<file path="src/rtl/adder_tree_pkg.sv">
// Shared helpers for the pipelined adder tree: level count, per-level word
// count, stage-register placement and end-to-end latency.
package adder_tree_pkg;

  // Number of tree levels; a single input still occupies one (pass-through) level.
  function automatic int clog2_min1(input int n);
    return (n <= 1) ? 1 : $clog2(n);
  endfunction

  // Words present after `level` pairwise reductions (level 0 = inputs).
  function automatic int words_at_level(input int nb_in, input int level);
    int n;
    n = nb_in;
    for (int i = 0; i < level; i++) n = (n + 1) / 2;
    return n;
  endfunction

  // Cycles from data_in_en to data_out_en.
  function automatic int tree_latency(input int nb_in, input int stride);
    int levels;
    levels = clog2_min1(nb_in);
    if (stride <= 0) return 1;
    return (levels + stride - 1) / stride;
  endfunction

  // A level is registered on every stride boundary, and the last level always is.
  function automatic bit level_is_reg(input int level, input int stride, input int levels);
    return ((stride > 0) && ((level % stride) == 0)) || (level == levels);
  endfunction

endpackage

</file>
<file path="src/rtl/adder_tree_level.sv">
// One level of the adder tree: N_IN words in, ceil(N_IN/2) pairwise sums out.
// An unpaired last word passes straight through. REG=1 puts a valid-gated
// register bank behind the adders; REG=0 leaves the level combinational.
module adder_tree_level #(
  parameter int N_IN  = 2,
  parameter int W     = 16,
  parameter int REG   = 1,
  parameter int N_OUT = (N_IN + 1) / 2
) (
  input  logic                 clk,
  input  logic                 areset,
  input  logic                 sclr,
  input  logic [N_IN*W-1:0]    din,
  input  logic                 din_en,
  output logic [N_OUT*W-1:0]   dout,
  output logic                 dout_en
);

  logic [N_OUT*W-1:0] sum_c;
  logic               load;

  // A beat coinciding with sclr is dropped, so it never qualifies as valid.
  assign load = din_en & ~sclr;

  for (genvar j = 0; j < N_OUT; j++) begin : gen_pair
    if (2*j + 1 < N_IN) begin : g_add
      assign sum_c[j*W +: W] = din[2*j*W +: W] + din[(2*j+1)*W +: W];
    end else begin : g_pass
      assign sum_c[j*W +: W] = din[2*j*W +: W];
    end
  end

  if (REG != 0) begin : g_reg
    // Stage register: data loads only with a valid beat, valid follows the beat.
    always_ff @(posedge clk or posedge areset) begin
      if (areset) begin
        dout    <= '0;
        dout_en <= 1'b0;
      end else begin
        dout_en <= load;
        if (load) dout <= sum_c;
      end
    end
  end else begin : g_comb
    logic unused_clk_rst;
    assign unused_clk_rst = ^{clk, areset};
    assign dout    = sum_c;
    assign dout_en = load;
  end

endmodule

</file>
<file path="src/rtl/adder_tree_pipe.sv">
// Pipelined balanced adder tree over NB_IN words with a travelling valid strobe.
// Optional accumulator over ACC_LEN tree results is built when the macro
// ADDER_TREE_ACC_EN is defined; without it the block is the pipelined tree only.
module adder_tree_pipe
  import adder_tree_pkg::*;
#(
  parameter int NB_IN       = 8,
  parameter int IN_WIDTH    = 16,
  parameter int SIGNED      = 0,
  parameter int PIPE_STRIDE = 1,
  parameter int ACC_LEN     = 16
) (
  input  logic                                clk,
  input  logic                                areset,
  input  logic                                sclr,
  input  logic [IN_WIDTH-1:0]                 data_in [NB_IN],
  input  logic                                data_in_en,
  output logic [IN_WIDTH+$clog2(NB_IN)-1:0]   data_out,
  output logic                                data_out_en
`ifdef ADDER_TREE_ACC_EN
  ,
  output logic [IN_WIDTH+$clog2(NB_IN)+$clog2(ACC_LEN)-1:0] acc_out,
  output logic                                acc_out_en
`endif
);

  localparam int LEVELS    = clog2_min1(NB_IN);
  localparam int OUT_WIDTH = IN_WIDTH + $clog2(NB_IN);

  logic [NB_IN*OUT_WIDTH-1:0] ext_vec;

  // Widen every input to full precision up front so no level can overflow.
  for (genvar i = 0; i < NB_IN; i++) begin : gen_ext
    if (SIGNED != 0) begin : g_sx
      assign ext_vec[i*OUT_WIDTH +: OUT_WIDTH] = OUT_WIDTH'($signed(data_in[i]));
    end else begin : g_zx
      assign ext_vec[i*OUT_WIDTH +: OUT_WIDTH] = OUT_WIDTH'(data_in[i]);
    end
  end

  for (genvar k = 1; k <= LEVELS; k++) begin : gen_lvl
    localparam int N_IN  = words_at_level(NB_IN, k - 1);
    localparam int N_OUT = words_at_level(NB_IN, k);
    localparam int REG   = level_is_reg(k, PIPE_STRIDE, LEVELS) ? 1 : 0;

    logic [N_OUT*OUT_WIDTH-1:0] sum_vec;
    logic                       sum_en;

    if (k == 1) begin : g_first
      adder_tree_level #(
        .N_IN (N_IN),
        .W    (OUT_WIDTH),
        .REG  (REG),
        .N_OUT(N_OUT)
      ) u_level (
        .clk    (clk),
        .areset (areset),
        .sclr   (sclr),
        .din    (ext_vec),
        .din_en (data_in_en),
        .dout   (sum_vec),
        .dout_en(sum_en)
      );
    end else begin : g_next
      adder_tree_level #(
        .N_IN (N_IN),
        .W    (OUT_WIDTH),
        .REG  (REG),
        .N_OUT(N_OUT)
      ) u_level (
        .clk    (clk),
        .areset (areset),
        .sclr   (sclr),
        .din    (gen_lvl[k-1].sum_vec),
        .din_en (gen_lvl[k-1].sum_en),
        .dout   (sum_vec),
        .dout_en(sum_en)
      );
    end
  end

  // The last level is always registered, so these are register outputs.
  assign data_out    = gen_lvl[LEVELS].sum_vec;
  assign data_out_en = gen_lvl[LEVELS].sum_en;

`ifdef ADDER_TREE_ACC_EN
  localparam int ACC_WIDTH = OUT_WIDTH + $clog2(ACC_LEN);
  localparam int CNT_WIDTH = clog2_min1(ACC_LEN);

  logic [ACC_WIDTH-1:0] acc;
  logic [ACC_WIDTH-1:0] data_ext;
  logic [CNT_WIDTH-1:0] acc_cnt;

  if (SIGNED != 0) begin : g_acc_sx
    assign data_ext = ACC_WIDTH'($signed(data_out));
  end else begin : g_acc_zx
    assign data_ext = ACC_WIDTH'(data_out);
  end

  // Sum ACC_LEN tree results, publish on the last one and restart in the same cycle.
  always_ff @(posedge clk or posedge areset) begin
    if (areset) begin
      acc        <= '0;
      acc_cnt    <= '0;
      acc_out    <= '0;
      acc_out_en <= 1'b0;
    end else if (sclr) begin
      acc        <= '0;
      acc_cnt    <= '0;
      acc_out_en <= 1'b0;
    end else begin
      acc_out_en <= 1'b0;
      if (data_out_en) begin
        if (acc_cnt == CNT_WIDTH'(ACC_LEN - 1)) begin
          acc_out    <= acc + data_ext;
          acc_out_en <= 1'b1;
          acc        <= '0;
          acc_cnt    <= '0;
        end else begin
          acc     <= acc + data_ext;
          acc_cnt <= acc_cnt + 1'b1;
        end
      end
    end
  end
`else
  localparam int unused_acc_len = ACC_LEN;
`endif

endmodule
</file>
<file path="config.mk">
export PLATFORM = sky130hd
export DESIGN_NAME = adder_tree_pipe
export DESIGN_NICKNAME = d
export VERILOG_FILES = /design/src/rtl/adder_tree_pkg.sv /design/src/rtl/adder_tree_level.sv /design/src/rtl/adder_tree_pipe.sv
export SDC_FILE = /design/constraint.sdc
export NUM_CORES = 1
export LEC_CHECK = 0
export BUFFER_PORTS_ARGS = -buffer_cell sky130_fd_sc_hd__clkbuf_2
export CAP_MARGIN = 5
export CORE_UTILIZATION = 58
export CTS_CLUSTER_SIZE = 24
export DETAILED_ROUTE_END_ITERATION = 7
export PLACE_DENSITY = 0.87
export SLEW_MARGIN = 30
export SYNTH_ARGS = -nofsm -noshare
export SYNTH_HDL_FRONTEND = slang
export SYNTH_SLANG_ARGS = --single-unit
</file>
<file path="constraint.sdc">
create_clock -name clk -period 5 [get_ports clk]
set_input_delay 0.75 -clock clk [delete_from_list [all_inputs] [get_ports clk]]
set_output_delay 0.75 -clock clk [all_outputs]
set_load 0.005 [all_outputs]
</file>
==> results of run 1 <==
## worst max-delay path: cells and delay by family
| family | cells | cell delay (ns) |
|---|---|---|
| adder cells (fa/ha/maj) | 2 | 0.63 |
| AO/OA/AOI/OAI | 6 | 1.38 |
| multiplexers | 1 | 0.28 |
| buffers and inverters | 1 | 0.08 |
## metal layers
layer | GRT usage | vias up | wire (µm)
met2 | 0.430 | 237 | 10300
met4 | 0.0850 | 0 | 344
li1 | - | 4384 | -
met3 | 0.0359 | 35 | 893
met5 | 0 | - | 0
met1 | 0.375 | 4066 | 10800
## cell families after synthesis
kind of cell | Yosys count
mux | 6
compound gates | 385
xor+xnor | 71
fa+ha+maj | 123
buf+inv | 70
simple gates | 340
flops | 126
## final timing paths
kind | startpoint | endpoint
min in group clk | gen_lvl[3].g_next.u_level.dout[9] | gen_lvl[3].g_next.u_level.dout[9]
max reg2reg | gen_lvl[1].g_first.u_level.dout[21] | gen_lvl[2].g_next.u_level.dout[16]
max | data_in[96] | gen_lvl[1].g_first.u_level.dout[16]
max in group asynchronous | areset | gen_lvl[1].g_first.u_level.dout[53]
min | areset | gen_lvl[2].g_next.u_level.dout[3]
min reg2reg | gen_lvl[3].g_next.u_level.dout[9] | gen_lvl[3].g_next.u_level.dout[9]
## cell usage in the layout, fill, tap and decap left out, drive strengths merged, types with 9 or more instances in the layout
master  count
a211oi     16
a21o       31
a21oi      87
a31oi       9
and3       11
clkbuf    171
dfrtp     126
ha        116
inv        35
nand2     157
nand2b      9
nand3      15
nand4       9
nor2       58
nor2b      11
nor3       27
o211ai     10
o21a       22
o21ai     134
o21bai     13
o31ai      16
or3        11
xnor2      36
xor2       35
## flip-flops by register name (all words and copies together) (netlist names)
register / flops
gen_lvl.g_next.u_level.dout: 55
gen_lvl.g_first.u_level.dout_en: 1
gen_lvl.g_first.u_level.dout: 68
gen_lvl.g_next.u_level.dout_en: 2
## where the power goes
| group | total, mW | internal, mW | leakage (nW) | switching, mW |
|---|---|---|---|---|
| Combinational | 2.26 | 0.983 | 3.62 | 1.28 |
| Sequential | 1.57 | 1.34 | 1.56 | 0.228 |
| Clock | 1.25 | 0.803 | 0.291 | 0.448 |
| Total | 5.08 | 3.12 | 5.47 | 1.95 |
## cell type report
class | instances | area (µm²) | share of cell area
multi-input combinational | 925 | 6270 | 0.559
sequential | 126 | 3150 | 0.281
timing repair buffer | 156 | 793 | 0.0706
clock buffer | 20 | 457 | 0.0407
tap | 216 | 270 | 0.0241
clock inverter | 12 | 143 | 0.0127
inverter | 37 | 141 | 0.0126
==> qor.yml, run 1 <==
syn_to_final_growth_pct: 16.1
rows: 46
yosys-top-cells-count: "157 x nand2_1, 127 x o21ai_0, 126 x dfrtp_1, 116 x ha_1, 86 x a21oi_1"
ios: 152
ant_nets: 0
max_stage_delay_ns: 0.42
postCtsSetupBuffers: 0
crit_arrival_ns: 3.13
setup_tns_ns: 0
r2r_setup_slack_ns: 2.30
fin_area_um2: 11200
status: "completed"
slew_headroom: 0.420
synth.area.top_cells: "dfrtp_1 33%, ha_1 15%, o21ai_0 6.6%"
start_util: 0.602
p_per_area_nw_per_um2: 452
antenna_found_initial: 0
drtIter0Drc: 506
setup.worst_path.class: "in -> reg"
synth_top_family_by_area: "compound AO/OA/AOI/OAI gates"
drv_slew: 0
reg2reg_depth: 8
diodes: 0
dieHeight_um: 131
cap_viol_max_count: 0
netlist_instances: 1121
fin_crit_sh: 0.564
dp_cells: 1460
die_w_um: 131
drive_gt1_frac: 0.163
via_count: 8722
cpMaxStageDelayCell: "fa_1"
cp_cell_sequence: "clkbuf_2 -> ha_1 -> fa_1 -> a211oi_1 -> o21ai_1 -> a21oi_1 -> o22ai_1 -> o41ai_2 -> o21ai_0 -> mux2_2"
synth_top_area_frac: 0.326
end_kind: "flip-flop"
irDropWorstVdd_v: 0.000315
fin_hold_ws_ns: 0.345
pre_cts_slack_ns: 1.81
dr.pass1.iters: 7
clock-sinks: 126
placed_cell_area_um2: 10600
fin_skew_ns: 0.00701
layout.nets: 1518
wire_per_inst_um: 15.0
cts_tree: "built"
portBuffers: 151
p_leak_nw: 5.47
hpwlAfterDp_um: 17000
holdBufCountCts: 0
clk_pin_slew_worst_paths_ns: 0.06
floorplan.core_area_um2: 16100
fmax_ghz: 0.355
grt_pass1_vias: 8054
clockBufferDepth: 2
hold_viol_final: 0
synth_xor_area_frac: 0.0643
synth.distinct_cells: 66
min-delay-path-class: "in -> async"
synthMostInstantiatedCell: "nand2_1"
clock_latency_ns: 0.42
cp_data_required_time_ns: 5.31
synth_mux_area_frac: 0.00685
synth_adder_area_share: 0.165
stdcell_count: 1492
synth_flop_cell: "dfrtp_1"
wl_um: 22300
track_usage: 0.268
grt_pass1_wl_um: 38000
final.setup.worst_slack_ns: 2.18
setup_viol_count_final: 0
rsz0062_at_grt: "false"
synth_area_um2: 9670
grt-ovfl-total: 0
cts_root_buf: "clkbuf_16"
drc: 0
dieArea_um2: 17200
synth_compound_area_frac: 0.248
cts_max_level: 4
cts_buffers: 17
yosysSeqAreaShare: 0.326
vias_per_cell: 5.85
fillCellCount: 1234
synth_edf_count: 0
tightest_slew_ns: 0.870
p_total_mw: 5.08
grt_max_degree: 103
yosys.area_share.simple: 0.163
crit_fanout: 3
async_reset_ff_frac: 1.00
startpoint_type: "input pin"
synth_area_per_cell_um2: 8.63
cts_resized: 0
utilization: 0.699
min_period_ns: 2.82
gp_congestion: 0.909
syn-num-nets: 1376
synth_top_cell_by_area: "dfrtp_1"
ys_ff_latch: 126
yosys_warnings: 0
Power figures use the tool's default switching activity.
==> run 2: changes to the inputs <==
clock period = 2.9 ns   (was 5 ns; I/O delays follow)
==> run 2 against run 1 <==
Effect of this change:
- sequential cell count stayed put
- hold slack worse by 0.30 ns
- setup slack got worse by 1.9 ns
- non-clock buffer count rose by 3
- critical path type is now reg -> reg
==> qor.yml, run 2 (synthesis results as in run 1) <==
clkPwrFrac: 0.238
setup_viol_count_final: 0
drc: 0
grt_max_degree: 98
final.setup.worst_slack_ns: 0.314
drtIter0Drc: 607
fmax_ghz: 0.387
tightest_slew_ns: 0.601
clockBufferDepth: 2
floorplan.core_area_um2: 16100
reg2reg_to: "gen_lvl[3].g_next.u_level.dout[12]"
cts_resized: 0
wl_um: 22600
ios: 152
cts_root_buf: "clkbuf_16"
cts_max_level: 4
cap_viol_max_count: 0
end_kind: "flip-flop"
crit_arrival_ns: 2.91
rows: 46
rsz0062_at_grt: "false"
internal_power_mw: 5.34
seqCellArea_um2: 3150
diodes: 0
reg2reg_depth: 10
ant_nets: 0
wire_per_inst_um: 15.2
fin_skew_ns: 0.00633
regMostFlops: "gen_lvl.g_first.u_level.dout"
drive_gt1_frac: 0.164
postCtsSetupBuffers: 0
final_cell_mix: "157 x nand2_1, 151 x clkbuf_2, 127 x o21ai_0"
hold_viol_final: 0
p_per_area_nw_per_um2: 770
holdBufCountCts: 0
fillCellCount: 1241
largest_reg_flops: 68
die_w_um: 131
irDropWorstVdd_v: 0.000552
clk_pin_slew_worst_paths_ns: 0.05
hpwlAfterDp_um: 17200
startpoint_type: "flip-flop"
pwr-share-comb: 0.451
dieArea_um2: 17200
grt-ovfl-total: 0
top_regs: "gen_lvl.g_first.u_level.dout (68), gen_lvl.g_next.u_level.dout (55), gen_lvl.g_next.u_level.dout_en (2)"
slew_headroom: 0.597
multi_input_area_um2: 6270
drv_slew: 0
grt_pass1_vias: 8379
p_sw_frac: 0.384
min-delay-path-class: "in -> async"
clock_latency_ns: 0.42
dr.pass1.iters: 5
status: "completed"
portBuffers: 151
start_util: 0.602
layout.nets: 1521
clock-sinks: 126
cp_data_required_time_ns: 3.22
p_total_mw: 8.66
setup_tns_ns: 0
cts_buffers: 17
grt_pass1_wl_um: 38600
pre_cts_slack_ns: 0.0892
fin_crit_sh: 0.892
cts_tree: "built"
p_leak_nw: 5.48
final_common_cell: "nand2_1"
r2r_setup_slack_ns: 0.31
gp_congestion: 0.943
via_count: 8834
dieHeight_um: 131
syn_to_final_growth_pct: 16.2
setup.worst_path.class: "reg -> reg"
min_period_ns: 2.59
track_usage: 0.272
pwr-share-seq: 0.312
vias_per_cell: 5.92
p_sw_mw: 3.33
rr_startpoint: "gen_lvl[2].g_next.u_level.dout[19]"
antenna_found_initial: 0
crit_fanout: 7
## run 2: metal layers
| metal | up-vias | track usage | part of all wire |
|---|---|---|---|
| met5 | - | 0 | 0 |
| met4 | 0 | 0.0987 | 0.021 |
| met3 | 47 | 0.0374 | 0.044 |
| met2 | 285 | 0.446 | 0.47 |
| met1 | 4114 | 0.365 | 0.47 |
| li1 | 4388 | - | - |
## run 2: worst max-delay path, cell delays in order (launching register included)
cell and delay (ns):
dfrtp_1 0.35, ha_1 0.19, inv_1 0.06, fa_1 0.40
nor2b_1 0.14, o21a_1 0.13, o21a_1 0.18, o2111ai_1 0.15
a31oi_1 0.53, nor3_1 0.09, o31ai_1 0.26
## run 2: worst max-delay path by stage
stage,from,end,slack [ns],depth (start not counted)
after floorplan,data_in[96],gen_lvl[1].g_first.u_level.dout[16],0.39,9
after global placement,data_in[96],gen_lvl[1].g_first.u_level.dout[16],0.15,10
after detailed placement,data_in[96],gen_lvl[1].g_first.u_level.dout[16],0.09,10
after CTS,gen_lvl[2].g_next.u_level.dout[0],gen_lvl[3].g_next.u_level.dout[12],0.34,10
after global routing,gen_lvl[2].g_next.u_level.dout[0],gen_lvl[3].g_next.u_level.dout[12],0.04,10
final,gen_lvl[2].g_next.u_level.dout[19],gen_lvl[3].g_next.u_level.dout[12],0.31,10
## run 2: power groups by stage
stage / Clock, mW / Combinational [mW] / Sequential, mW
6_report: 2.06 / 3.90 / 2.70
5_1_grt: 2.15 / 4.41 / 2.76
2_1_floorplan: 0 / 2.91 / 2.58
3_3_place_gp: 0 / 3.71 / 2.68
3_5_place_dp: 0 / 3.79 / 2.71
4_1_cts: 2.07 / 3.87 / 2.69
## run 2: area by class of cell
class,count,share of cell area
well taps,216,0.0240
repair buffers,159,0.0748
multi-input cells,925,0.557
clock inverters,8,0.00801
inverters,37,0.0127
clock buffers,21,0.0427
flip-flops and latches,126,0.280
## run 2: stage by stage
step                area, µm²  hold slack, ns  std cells   util
floorplan                9680           0.443       1121      -
global placement        10700           0.451       1463  0.665
detailed placement      10700           0.467       1463  0.665
CTS                     11200          0.0468       1492  0.700
global route            11200          0.0740       1492  0.700
finish                  11200          0.0406       1492  0.700
==> run 3: changes to the inputs <==
ABC_AREA = 1   (was not set)
CORE_UTILIZATION = 59   (was 58)
PLACE_DENSITY = 0.88   (was 0.87)
RECOVER_POWER = 50   (was not set)
==> run 3 against run 2 <==
Effect of this change:
- the run now ends with DRC, capacitance limit, slew limit left
- setup slack better by 0.57 ns
- first-iteration DRC count grew 14%
- clock power grew 6%
- sequential power decreased by 1%
- core utilization decreased by 0.61 points
- combinational power grew 4%
- power up 2.7%
- count of clock-buffer cells in the layout shrank 3
- critical endpoint is now gen_lvl[3].g_next.u_level.dout[2]
- highest routed layer unchanged
==> qor.yml, run 3 <==
status: "complete, but fails checks"
violations: "DRC, capacitance limit, slew limit"
wire_per_inst_um: 13.8
antenna_found_initial: 0
syn_to_final_growth_pct: 15.1
yosysSeqAreaShare: 0.303
holdBufCountCts: 0
use_met1: 0.396
track_usage: 0.303
fin_crit_sh: 0.695
p_per_area_nw_per_um2: 743
p_leak_nw: 6.65
hpwlAfterDp_um: 20300
utilization: 0.694
irDropWorstVdd_v: 0.000552
grt_busiest_layer: "met2"
drc: 1
yosys_warnings: 0
ios: 152
slew_headroom: -0.131
cts_root_buf: "clkbuf_16"
clock_latency_ns: 0.43
synth_area_per_cell_um2: 6.90
netlist_instances: 1507
grt_pass1_wl_um: 44300
synth_edf_count: 0
postCtsSetupBuffers: 0
final_cell_mix: "542 x nand2_1, 148 x clkbuf_2, 137 x inv_1"
ant_nets: 0
clk_pin_slew_worst_paths_ns: 0.06
synth_flop_cell: "dfrtp_1"
die_w_um: 135
cap_viol_max_count: 1
startpoint_type: "flip-flop"
syn-num-nets: 1762
hold_viol_final: 0
portBuffers: 151
clockBufferDepth: 2
cp_data_required_time_ns: 3.18
vias_per_cell: 5.41
fin_hold_ws_ns: 0.333
start_util: 0.603
setup_tns_ns: 0
diodes: 0
synth.distinct_cells: 32
min-delay-path-class: "in -> reg"
clock-sinks: 126
cts_buffers: 17
async_reset_ff_frac: 1.00
setup_viol_count_final: 0
ys_ff_latch: 126
fin_skew_ns: 0.00596
min_period_ns: 2.01
grt_max_degree: 127
grt-ovfl-total: 0
dieArea_um2: 18200
yosys-top-cells-count: "542 x nand2_1, 138 x inv_1, 130 x nand3_1, 126 x dfrtp_1, 122 x a21oi_1"
grtUsageMet2: 0.519
cts_tree: "built"
drv_slew: 127
crit_fanout: 25
top_regs: "gen_lvl.g_first.u_level.dout (68), gen_lvl.g_next.u_level.dout (55), gen_lvl.g_next.u_level.dout_en (2)"
gp_congestion: 0.928
fmax_ghz: 0.496
synth_area_um2: 10400
rows: 48
synth_top_cell_by_area: "dfrtp_1"
crit_arrival_ns: 2.29
cts_max_level: 4
largest_reg_flops: 68
drive_gt1_frac: 0.121
dieHeight_um: 135
floorplan.core_area_um2: 17200
grt_pass1_vias: 9663
drtIter0Drc: 693
regMostFlops: "gen_lvl.g_first.u_level.dout"
dr.pass1.iters: 8
setup.worst_path.class: "reg -> reg"
end_kind: "flip-flop"
synth_top_area_frac: 0.303
final_common_cell: "nand2_1"
synth.area.top_cells: "dfrtp_1 30%, nand2_1 20%, ha_1 14%"
use_met3: 0.0375
wl_um: 26200
via_count: 10300
synthMostInstantiatedCell: "nand2_1"
cts_resized: 0
layout.nets: 1912
tightest_slew_ns: 1.70
rsz0062_at_grt: "false"
run 3: per-layer routing:
metal	part of all wire	vias up
met5	0	-
met4	0.020	0
met3	0.044	48
met2	0.47	304
met1	0.46	4621
li1	-	5281
run 3: worst max-delay path: stages (launching register included):
cell and delay, ns:
dfrtp_1 0.35, nand2_1 0.06, clkbuf_1 0.72, inv_1 0.48, nor2_1 0.19, a31oi_1 0.06
run 3: final cells by class:
cell class | count | area (µm²)
inverters | 139 | 527
well taps | 225 | 282
clock buffers | 18 | 439
clock inverters | 14 | 168
fillers | 1504 | 5270
flip-flops and latches | 126 | 3150
repair buffers | 155 | 778
multi-input cells | 1218 | 6620
run 3: cells by family (layout without fill, tap and decap cells):
logic type                 Yosys count  in the layout  share of synthesized area
and+or+nand+nor                    820            820                      0.330
AOI/OAI and AO/OA                  237            237                      0.122
xor gates and xnor gates            38             38                     0.0320
DFF                                126            126                      0.303
buffers and inverters              163            326                     0.0600
adders and majority gates          123            123                      0.153
run 3: path summary, 6_finish.rpt:
kind,from,to,slack [ns],depth (start not counted)
worst max register to register,gen_lvl[2].g_next.u_level.dout_en,gen_lvl[3].g_next.u_level.dout[2],0.89,5
worst min register to register,gen_lvl[3].g_next.u_level.dout[10],gen_lvl[3].g_next.u_level.dout[10],0.48,2
worst max-delay path,gen_lvl[2].g_next.u_level.dout_en,gen_lvl[3].g_next.u_level.dout[2],0.89,5
min in group asynchronous,areset,gen_lvl[3].g_next.u_level.dout[2],0.60,3
max in group asynchronous,areset,gen_lvl[1].g_first.u_level.dout[54],1.21,3
worst min-delay path,data_in[112],gen_lvl[1].g_first.u_level.dout[0],0.33,4
run 3: where the power goes:
part | leakage, nW | switching [mW] | total [mW] | internal (mW)
logic | 4.82 | 2.47 | 4.05 | 1.58
clock network | 0.280 | 0.816 | 2.19 | 1.37
registers | 1.55 | 0.382 | 2.66 | 2.28
total | 6.65 | 3.67 | 8.89 | 5.22
run 3: per-stage QoR:
step                power [mW]  cells  setup WS [ns]  area (µm²)
finish                    8.89   1895          0.886       12000
floorplan                 5.56   1507          0.912       10400
global route              9.64   1895          0.659       12000
CTS                       8.89   1895          0.921       12000
detailed placement        6.66   1863          0.874       11400
global placement          6.55   1863          0.895       11400
